--- src/rtl/mem_wb_stage.sv ---
// MEM/WB stage: formats load data and registers writeback outputs (define LOAD_ALIGN_EN for sub-word load alignment).
// Latency 1 cycle; stall_o holds upstream while a load waits for dmem_rvalid.
module mem_wb_stage #(
  parameter int DATA_W = 32,
  parameter int REG_W  = 5
) (
  input  logic              clk,
  input  logic              reset,
  input  logic              mem_valid,
  input  logic              mem_regwrite,
  input  logic [REG_W-1:0]  mem_rd,
  input  logic [1:0]        mem_wbsel,
  input  logic [2:0]        mem_funct3,
  input  logic [DATA_W-1:0] mem_alu_result,
  input  logic [DATA_W-1:0] mem_pc4,
  input  logic              dmem_rvalid,
  input  logic [DATA_W-1:0] dmem_rdata,
  output logic              stall_o,
  output logic              wb_regwrite,
  output logic [REG_W-1:0]  wb_rd,
  output logic [DATA_W-1:0] wb_wdata,
  output logic              wb_valid,
  output logic [31:0]       retire_cnt
);

  localparam logic [0:0] IDLE      = 1'b0;
  localparam logic [0:0] WAIT_LOAD = 1'b1;

  logic [0:0]        state_q, state_d;
  logic [REG_W-1:0]  ld_rd_q, ld_rd_d;
  logic              ld_regwrite_q, ld_regwrite_d;
  logic [2:0]        ld_funct3_q, ld_funct3_d;
  logic [1:0]        ld_addr_q, ld_addr_d;

  logic              wb_regwrite_q, wb_regwrite_d;
  logic [REG_W-1:0]  wb_rd_q, wb_rd_d;
  logic [DATA_W-1:0] wb_wdata_q, wb_wdata_d;
  logic              wb_valid_q, wb_valid_d;
  logic [31:0]       retire_cnt_q, retire_cnt_d;

  function automatic logic [DATA_W-1:0] fmt_load(input logic [DATA_W-1:0] raw,
                                                 input logic [2:0]        f3,
                                                 input logic [1:0]        addr);
`ifdef LOAD_ALIGN_EN
    logic [7:0]  b;
    logic [15:0] h;
    b = raw[{addr, 3'b000} +: 8];
    h = raw[{addr[1], 4'b0000} +: 16];
    case (f3)
      3'b000:  fmt_load = {{(DATA_W-8){b[7]}}, b};
      3'b100:  fmt_load = {{(DATA_W-8){1'b0}}, b};
      3'b001:  fmt_load = {{(DATA_W-16){h[15]}}, h};
      3'b101:  fmt_load = {{(DATA_W-16){1'b0}}, h};
      default: fmt_load = raw;
    endcase
`else
    logic unused_sel;
    unused_sel = ^{f3, addr};
    fmt_load   = raw;
`endif
  endfunction

  assign stall_o = (state_q == WAIT_LOAD) ||
                   (mem_valid && (mem_wbsel == 2'b01) && !dmem_rvalid);

  always_comb begin
    state_d       = state_q;
    ld_rd_d       = ld_rd_q;
    ld_regwrite_d = ld_regwrite_q;
    ld_funct3_d   = ld_funct3_q;
    ld_addr_d     = ld_addr_q;
    wb_valid_d    = 1'b0;
    wb_regwrite_d = 1'b0;
    wb_rd_d       = wb_rd_q;
    wb_wdata_d    = wb_wdata_q;
    retire_cnt_d  = retire_cnt_q;

    case (state_q)
      IDLE: begin
        if (mem_valid) begin
          if ((mem_wbsel == 2'b01) && !dmem_rvalid) begin
            state_d       = WAIT_LOAD;
            ld_rd_d       = mem_rd;
            ld_regwrite_d = mem_regwrite;
            ld_funct3_d   = mem_funct3;
            ld_addr_d     = mem_alu_result[1:0];
          end else begin
            wb_valid_d    = 1'b1;
            wb_rd_d       = mem_rd;
            // x0 is never written, but the instruction still retires
            wb_regwrite_d = mem_regwrite && (mem_rd != '0);
            case (mem_wbsel)
              2'b01:   wb_wdata_d = fmt_load(dmem_rdata, mem_funct3, mem_alu_result[1:0]);
              2'b10:   wb_wdata_d = mem_pc4;
              default: wb_wdata_d = mem_alu_result;
            endcase
          end
        end
      end
      default: begin
        // mem_* is ignored here; only the latched load fields are used
        if (dmem_rvalid) begin
          state_d       = IDLE;
          wb_valid_d    = 1'b1;
          wb_rd_d       = ld_rd_q;
          wb_regwrite_d = ld_regwrite_q && (ld_rd_q != '0);
          wb_wdata_d    = fmt_load(dmem_rdata, ld_funct3_q, ld_addr_q);
        end
      end
    endcase

    if (wb_valid_d) retire_cnt_d = retire_cnt_q + 32'd1;
  end

  always_ff @(posedge clk) begin
    if (reset) begin
      state_q       <= IDLE;
      ld_rd_q       <= '0;
      ld_regwrite_q <= 1'b0;
      ld_funct3_q   <= '0;
      ld_addr_q     <= '0;
      wb_regwrite_q <= 1'b0;
      wb_rd_q       <= '0;
      wb_wdata_q    <= '0;
      wb_valid_q    <= 1'b0;
      retire_cnt_q  <= '0;
    end else begin
      state_q       <= state_d;
      ld_rd_q       <= ld_rd_d;
      ld_regwrite_q <= ld_regwrite_d;
      ld_funct3_q   <= ld_funct3_d;
      ld_addr_q     <= ld_addr_d;
      wb_regwrite_q <= wb_regwrite_d;
      wb_rd_q       <= wb_rd_d;
      wb_wdata_q    <= wb_wdata_d;
      wb_valid_q    <= wb_valid_d;
      retire_cnt_q  <= retire_cnt_d;
    end
  end

  assign wb_regwrite = wb_regwrite_q;
  assign wb_rd       = wb_rd_q;
  assign wb_wdata    = wb_wdata_q;
  assign wb_valid    = wb_valid_q;
  assign retire_cnt  = retire_cnt_q;

endmodule

--- config.mk ---
export PLATFORM = sky130hd
export DESIGN_NAME = mem_wb_stage
export DESIGN_NICKNAME = d
export VERILOG_FILES = /design/src/rtl/mem_wb_stage.sv
export SDC_FILE = /design/constraint.sdc
export NUM_CORES = 1
export LEC_CHECK = 0
export BUFFER_PORTS_ARGS = -buffer_cell sky130_fd_sc_hd__buf_2
export CAP_MARGIN = 20
export CORE_UTILIZATION = 40
export DETAILED_ROUTE_END_ITERATION = 12
export PLACE_DENSITY = 0.7
export SLEW_MARGIN = 20
export SYNTH_ARGS = -nofsm -noshare
export SYNTH_HDL_FRONTEND = slang
export SYNTH_SLANG_ARGS = --single-unit
--- constraint.sdc ---
create_clock -name clk -period 2.4 [get_ports clk]
set_input_delay 0.48 -clock clk [delete_from_list [all_inputs] [get_ports clk]]
set_output_delay 0.48 -clock clk [all_outputs]
set_load 0.005 [all_outputs]
==> impl_metrics.tcl, run 1 <==
set metrics [dict create \
    status "finished clean" \
    vias 4137 \
    worstReg2RegStart "retire_cnt[4]" \
    root_buffer "clkbuf_8" \
    cp-start-kind "flop" \
    powerDensity_mw_per_mm2 577 \
    path_max_fanout 7 \
    yosysWarnings 0 \
    drcViolationCount 0 \
    grt_pass1_vias 3629 \
    fin_tns_setup_ns 0 \
    post-dp-hpwl_um 8350 \
    endpoint_kind "flop" \
    syn_area_per_cell_um2 9.00 \
    critPathSlowestCell "and4_1" \
    fin_crit_ns 2.03 \
    synthArstFlopShare_pct 0 \
    cap_violations 0 \
    cts_buffers 9 \
    crit_path_max_incr_delay_ns 0.46 \
    synth_top_area_share_pct 39.1 \
    cts_tree "yes" \
    cts_setup_buffers 0 \
    cp_data_arrival_time_ns 2.26 \
    fmax_mhz 492 \
    path_buf_inv 0 \
    layout_common_cells "buf_2 (179), dfxtp_1 (77), nor2_1 (61)" \
    yosys.area_share.simple_pct 20.8 \
    clockBufferDepth 2 \
    areaGrowthSynthToFinish_pct 29.8 \
    drt_wl_total_um 11300 \
    vdd_drop_max_mv 0.349 \
    ys_ff_latch 78 \
    grt_max_degree 43 \
    grtUsageTotal_pct 21.4 \
    ctsResizeCount 0 \
    slew-limit-headroom_pct 49.9 \
    synthTopCellsByArea "dfxtp_1 (39%), a211oi_1 (7.0%), a2bb2oi_1 (6.8%), a22oi_1 (5.8%), nor2_1 (5.7%)" \
    yosysSeqAreaShare_pct 39.1 \
    muxShareOfSynthArea_pct 4.73 \
    whs_ns 0.391 \
    synthAdderAreaFrac_pct 0.940 \
    wl_per_cell_um 15.1 \
    syn-num-nets 558 \
    p_leak_nw 2.31 \
    ant_nets 0 \
    start_util_pct 41.1 \
    worstSetupPathType "flop to flop" \
    cp_top_family "simple AND/OR/NAND/NOR gates" \
    die_h_um 102 \
    io_pins 183 \
    final-setup-viol-count 0 \
    final_util_pct 53.3 \
    first_pass_iters 4 \
    portBuffers 179 \
    ctsHoldBuffers 0 \
    antenna_found_initial 0 \
    synth_top_family_by_area "compound AO/OA/AOI/OAI gates" \
    clock_sinks 78 \
    synth_xor_area_share_pct 1.97 \
    min_path_type "input port to flop" \
    grt_pass1_wl_um 17500 \
    dieArea_mm2 0.0104 \
    tightest_slew_ns 0.752 \
    final_net_count 724 \
    crit_path_start "retire_cnt[4]" \
    maxSlewViolCount 0 \
    rows 36 \
    synth_ff_type "dfxtp_1" \
    synth_cells 444 \
    synth_edf_count 0 \
    synth_cell_type_count 48 \
    clkTransAtPathRegs_ns 0.09 \
    drtIter0Drc 123 \
    drive_gt1_share_pct 37.2 \
    overflow 0 \
    yosysTopAreaCell "dfxtp_1" \
    synth_compound_area_share_pct 26.1 \
    finalHoldViolCount 0 \
    min_from "mem_regwrite" \
    final_common_cell "buf_2" \
    diodes 0 \
    coreArea_mm2 0.00973 \
    worstPathRequired_ns 2.63 \
    htreeDepth 3 \
    clock_latency_ns 0.34 \
    via_per_inst 5.53 \
    rsz0062_at_grt "false" \
    finalClockSkew_ns 0.0110 \
    die_w_um 102 \
    place_congestion 0.800 \
    period_share_pct 84.6 \
    mappedNetlistArea_mm2 0.00400 \
    path_cells "and4_1 > nand3_2 > nor4_1 > mux2_2" \
]
## report_power, final
group / switching (mW) / internal, mW / total (mW)
sequential: 0.0366 / 1.36 / 1.40
combinational: 0.262 / 0.258 / 0.520
clock: 0.488 / 0.589 / 1.08
## final timing paths
check / end / depth (start not counted) / slack, ns
setup / recovery: retire_cnt[31] / 4 / 0.37
setup reg to reg: retire_cnt[31] / 4 / 0.37
hold reg to reg: retire_cnt[1] / 2 / 0.49
hold / removal: ld_regwrite_q / 3 / 0.39
## registers in the layout (all words and copies together), names as in the netlist
register,flops
wb_regwrite,1
ld_regwrite_q,1
wb_rd,5
ld_rd_q,5
retire_cnt,32
state_q,1
wb_wdata,32
wb_valid,1
## area by class of cell
class                   instances  area [um2]
fillers                       951        4540
multi-input cells             321        2180
flip-flops and latches         78        1560
repair buffers                195        1040
well taps                     133         166
clock buffers                  11         131
clock inverters                 5        83.8
inverters                       5        18.8
## tightest hold or removal path, stage by stage
cell	delay, ns
buf_2	0.09
mux2i_1	0.06
nor2_1	0.07
## per-layer routing
| metal | track usage (%) | share of wire [%] | up-vias |
|---|---|---|---|
| li1 | - | - | 2029 |
| met1 | 25.6 | 42 | 1951 |
| met2 | 36.9 | 50 | 149 |
| met3 | 7.05 | 7.1 | 8 |
| met4 | 5.93 | 0.87 | 0 |
| met5 | 0 | 0 | - |
## synth_stat cells, types with 2 or more instances
library cell	count
ha_1	3
inv_1	5
o21ai_0	6
mux2_1	3
nor2b_1	8
mux2i_1	11
and3_1	5
or4_1	13
xor2_1	8
and3_2	2
a211oi_1	37
buf_2	12
nor2_1	61
clkbuf_1	18
and2_1	2
or3_2	3
nand4_1	12
a21oi_1	19
a22oi_1	31
dfxtp_1	78
a2bb2oi_1	31
a21o_1	2
nand2_2	2
nand3_1	9
and4_1	5
o31ai_1	10
mux2_2	4
buf_6	7
nand2_1	12
nor4_1	7
## cells by family after synthesis
logic type | Yosys count
compound gates | 139
xor+xnor | 9
fa+ha+maj | 3
buf+inv | 45
flops | 78
mux | 18
simple gates | 152
## through the flow
stage               area [um2]  instances  setup WS, ns  total power [mW]
global route              5190        748         0.213              3.15
global placement          4970        732         0.274              1.93
floorplan                 4000        444         0.515              1.73
finish                    5190        748         0.369              2.99
detailed placement        4970        732         0.241              1.95
CTS                       5190        748         0.354              3.03
Note: power is estimated with default switching activity, not from simulation.
==> inputs of run 2 (changes only) <==
ABC_AREA = 1   (was not set)
PLACE_DENSITY = 0.71   (was 0.7)
clock period = 1.65 ns   (was 2.4 ns; I/O delays follow)
==> run 2 against run 1 <==
Compared with the run above:
- final cell count increased by 28%
- clock skew is essentially flat
- global-route usage increased by 2.1 points
- critical path type unchanged
- largest power group unchanged
- register-to-register slack lost 0.28 ns
- worst hold slack lost 0.17 ns
- utilization is 1.4 points higher
- flip-flop and latch count is the same
- largest cell class unchanged
- area after synthesis is 9.4% higher
- synthesized cell count grew 43%
- first-iteration DRC count rose by 79%
==> impl_metrics.tcl, run 2 <==
set metrics [dict create \
    status "finished clean" \
    cts_tree "yes" \
    fin_tns_setup_ns 0 \
    cts_buffers 9 \
    layout_common_cells "buf_2 (179), nor2_1 (129), nand2_1 (90)" \
    finalHoldViolCount 0 \
    reg2regPathDepth 9 \
    die_h_um 107 \
    vias 4852 \
    rows 37 \
    crit_path_max_incr_delay_ns 0.43 \
    swShare_pct 28.8 \
    worstSetupPathType "flop to flop" \
    worst_path_most_repeated_cell "nand2_1" \
    powerDensity_mw_per_mm2 770 \
    antenna_found_initial 1 \
    clockBufferDepth 2 \
    syn_area_per_cell_um2 6.90 \
    reg2reg_to "retire_cnt[21]" \
    power_frac_seq_pct 46.5 \
    yosys.area_share.simple_pct 28.3 \
    cp-start-kind "flop" \
    portBuffers 179 \
    cap_violations 0 \
    fmax_mhz 641 \
    p_sw_mw 1.27 \
    vdd_drop_max_mv 0.488 \
    dieArea_mm2 0.0113 \
    die_w_um 107 \
    synth_common_cells "nor2_1 (130), nand2_1 (90), o21ai_0 (81)" \
    synth_compound_area_share_pct 25.2 \
    reg2reg_slack_ns 0.09 \
    yosysTopAreaCell "dfxtp_1" \
    yosysSeqAreaShare_pct 35.7 \
    post-synth-top-count-cell "nor2_1" \
    grt_max_degree 63 \
    synthArstFlopShare_pct 0 \
    first_pass_iters 6 \
    wl_per_cell_um 13.6 \
    p_int_mw 3.14 \
    synthAdderAreaFrac_pct 0.859 \
    mappedNetlistArea_mm2 0.00437 \
    overflow 0 \
    slew-limit-headroom_pct 77.9 \
    drtIter0Drc 220 \
    whs_path_depth 3 \
    synth_top_family_by_area "simple AND/OR/NAND/NOR gates" \
    worstReg2RegStart "retire_cnt[5]" \
    worstPathRequired_ns 1.90 \
    seq_area_mm2 0.00156 \
    via_per_inst 5.06 \
    power_mw 4.41 \
    place_congestion 0.900 \
    rsz0062_at_grt "false" \
    drive_gt1_share_pct 32.6 \
    ant_nets 0 \
    root_buffer "clkbuf_8" \
    synth_cell_type_count 34 \
    io_pins 183 \
    final_net_count 930 \
    final_design_area_no_fill_mm2 0.00573 \
    synth_cells 633 \
    critPathSlowestCell "dfxtp_1" \
    synth_xor_area_share_pct 0.601 \
    finalClockSkew_ns 0.0115 \
    multi_input_area_mm2 0.00242 \
    post-dp-hpwl_um 9990 \
    tightest_slew_ns 0.331 \
    drcViolationCount 0 \
    hold_end "wb_wdata[22]" \
    dp_cells 940 \
    synth_ff_type "dfxtp_1" \
    final-setup-viol-count 0 \
    endpoint_kind "flop" \
    synthTopCellsByArea "dfxtp_1 (36%), nor2_1 (11%), o21ai_0 (9.3%), nand2_1 (7.7%), a211oi_2 (6.9%)" \
    final_common_cell "buf_2" \
    grt_pass1_wl_um 21300 \
    muxShareOfSynthArea_pct 0 \
    layoutNonFillerInstCount 958 \
    clkTransAtPathRegs_ns 0.09 \
    ys_ff_latch 78 \
    final_util_pct 54.7 \
    period_share_pct 94.5 \
    power_frac_clock_pct 32.9 \
    areaGrowthSynthToFinish_pct 31.1 \
    path_cells "nand2_1 > nor2_2 > nand3_1 > inv_1 > nand2_1 > nor2_1 > nand2_1 > nand2_1 > nor2_1" \
    drt_wl_total_um 13000 \
    nFillCells 1076 \
    min_path_type "input port to flop" \
    grt_pass1_vias 4652 \
    htreeDepth 3 \
    clock_latency_ns 0.35 \
    p_leak_nw 2.60 \
    synth_top_area_share_pct 35.7 \
    synth_edf_count 0 \
    yosysWarnings 0 \
    clock_sinks 78 \
    fin_crit_ns 1.56 \
    maxSlewViolCount 0 \
    grtUsageTotal_pct 23.5 \
    coreArea_mm2 0.0105 \
    path_max_fanout 6 \
    syn-num-nets 747 \
    place_area_mm2 0.00550 \
    min_from "dmem_rdata[22]" \
    cp_data_arrival_time_ns 1.81 \
    pwr-share-comb_pct 20.6 \
    start_util_pct 41.8 \
]
run 2: worst max-delay path: cells and delay by family, from the launching register on:
kind	cells	cell delay, ns
DFF	1	0.43
and+or+nand+nor	8	0.90
buffers and inverters	1	0.15
run 2: cell families after synthesis:
logic type | Yosys count
AOI/OAI and AO/OA | 175
xor gates and xnor gates | 3
adders and majority gates | 3
buffers and inverters | 93
DFF | 78
and+or+nand+nor | 281
run 2: routing by layer:
layer	GRT usage [%]	vias up	wire, um
met1	26.8	2162	5390
met4	10.4	0	340
met5	0	-	0
li1	-	2471	-
met2	41.9	186	6410
met3	5.15	33	866
run 2: power by group through the flow:
stage	Combinational (mW)	Clock (mW)	Sequential, mW
finish	0.906	1.45	2.05
global route	1.02	1.58	2.06
detailed placement	0.908	0	2.09
floorplan	0.502	0	2.10
global placement	0.884	0	2.09
CTS	0.909	1.50	2.05
run 2: stage by stage:
step                      hold WS [ns]  setup slack, ns
after floorplan                  0.451            0.141
after global placement           0.462           0.0261
after detailed placement         0.466          -0.0271
after CTS                        0.204           0.0377
after global routing             0.213          0.00123
final                            0.218           0.0911
run 2: how the worst max path moves through the flow:
stage / slack (ns) / from / cells after the start / to
after global placement: 0.03 / mem_wbsel[0] / 7 / wb_wdata[23]
after global routing: 0.001 / retire_cnt[10] / 8 / retire_cnt[26]
after floorplan: 0.14 / mem_wbsel[0] / 8 / wb_wdata[4]
final: 0.09 / retire_cnt[5] / 9 / retire_cnt[21]
after detailed placement: -0.03 / mem_wbsel[1] / 11 / retire_cnt[5]
after CTS: 0.04 / retire_cnt[1] / 9 / retire_cnt[14]
run 2: repair_timing:
action	in CTS	in global routing
resized for setup	0	5
setup buffers	0	1
hold buffers	0	0
setup endpoints to repair	0	11
run 2: area by class of cell:
class	count	area share (%)
multi-input combinational	462	42.2
sequential	78	27.3
timing repair buffer	206	20.1
inverter	59	3.91
tap	136	2.97
clock buffer	11	2.47
clock inverter	5	1.03
antenna	1	0.0437
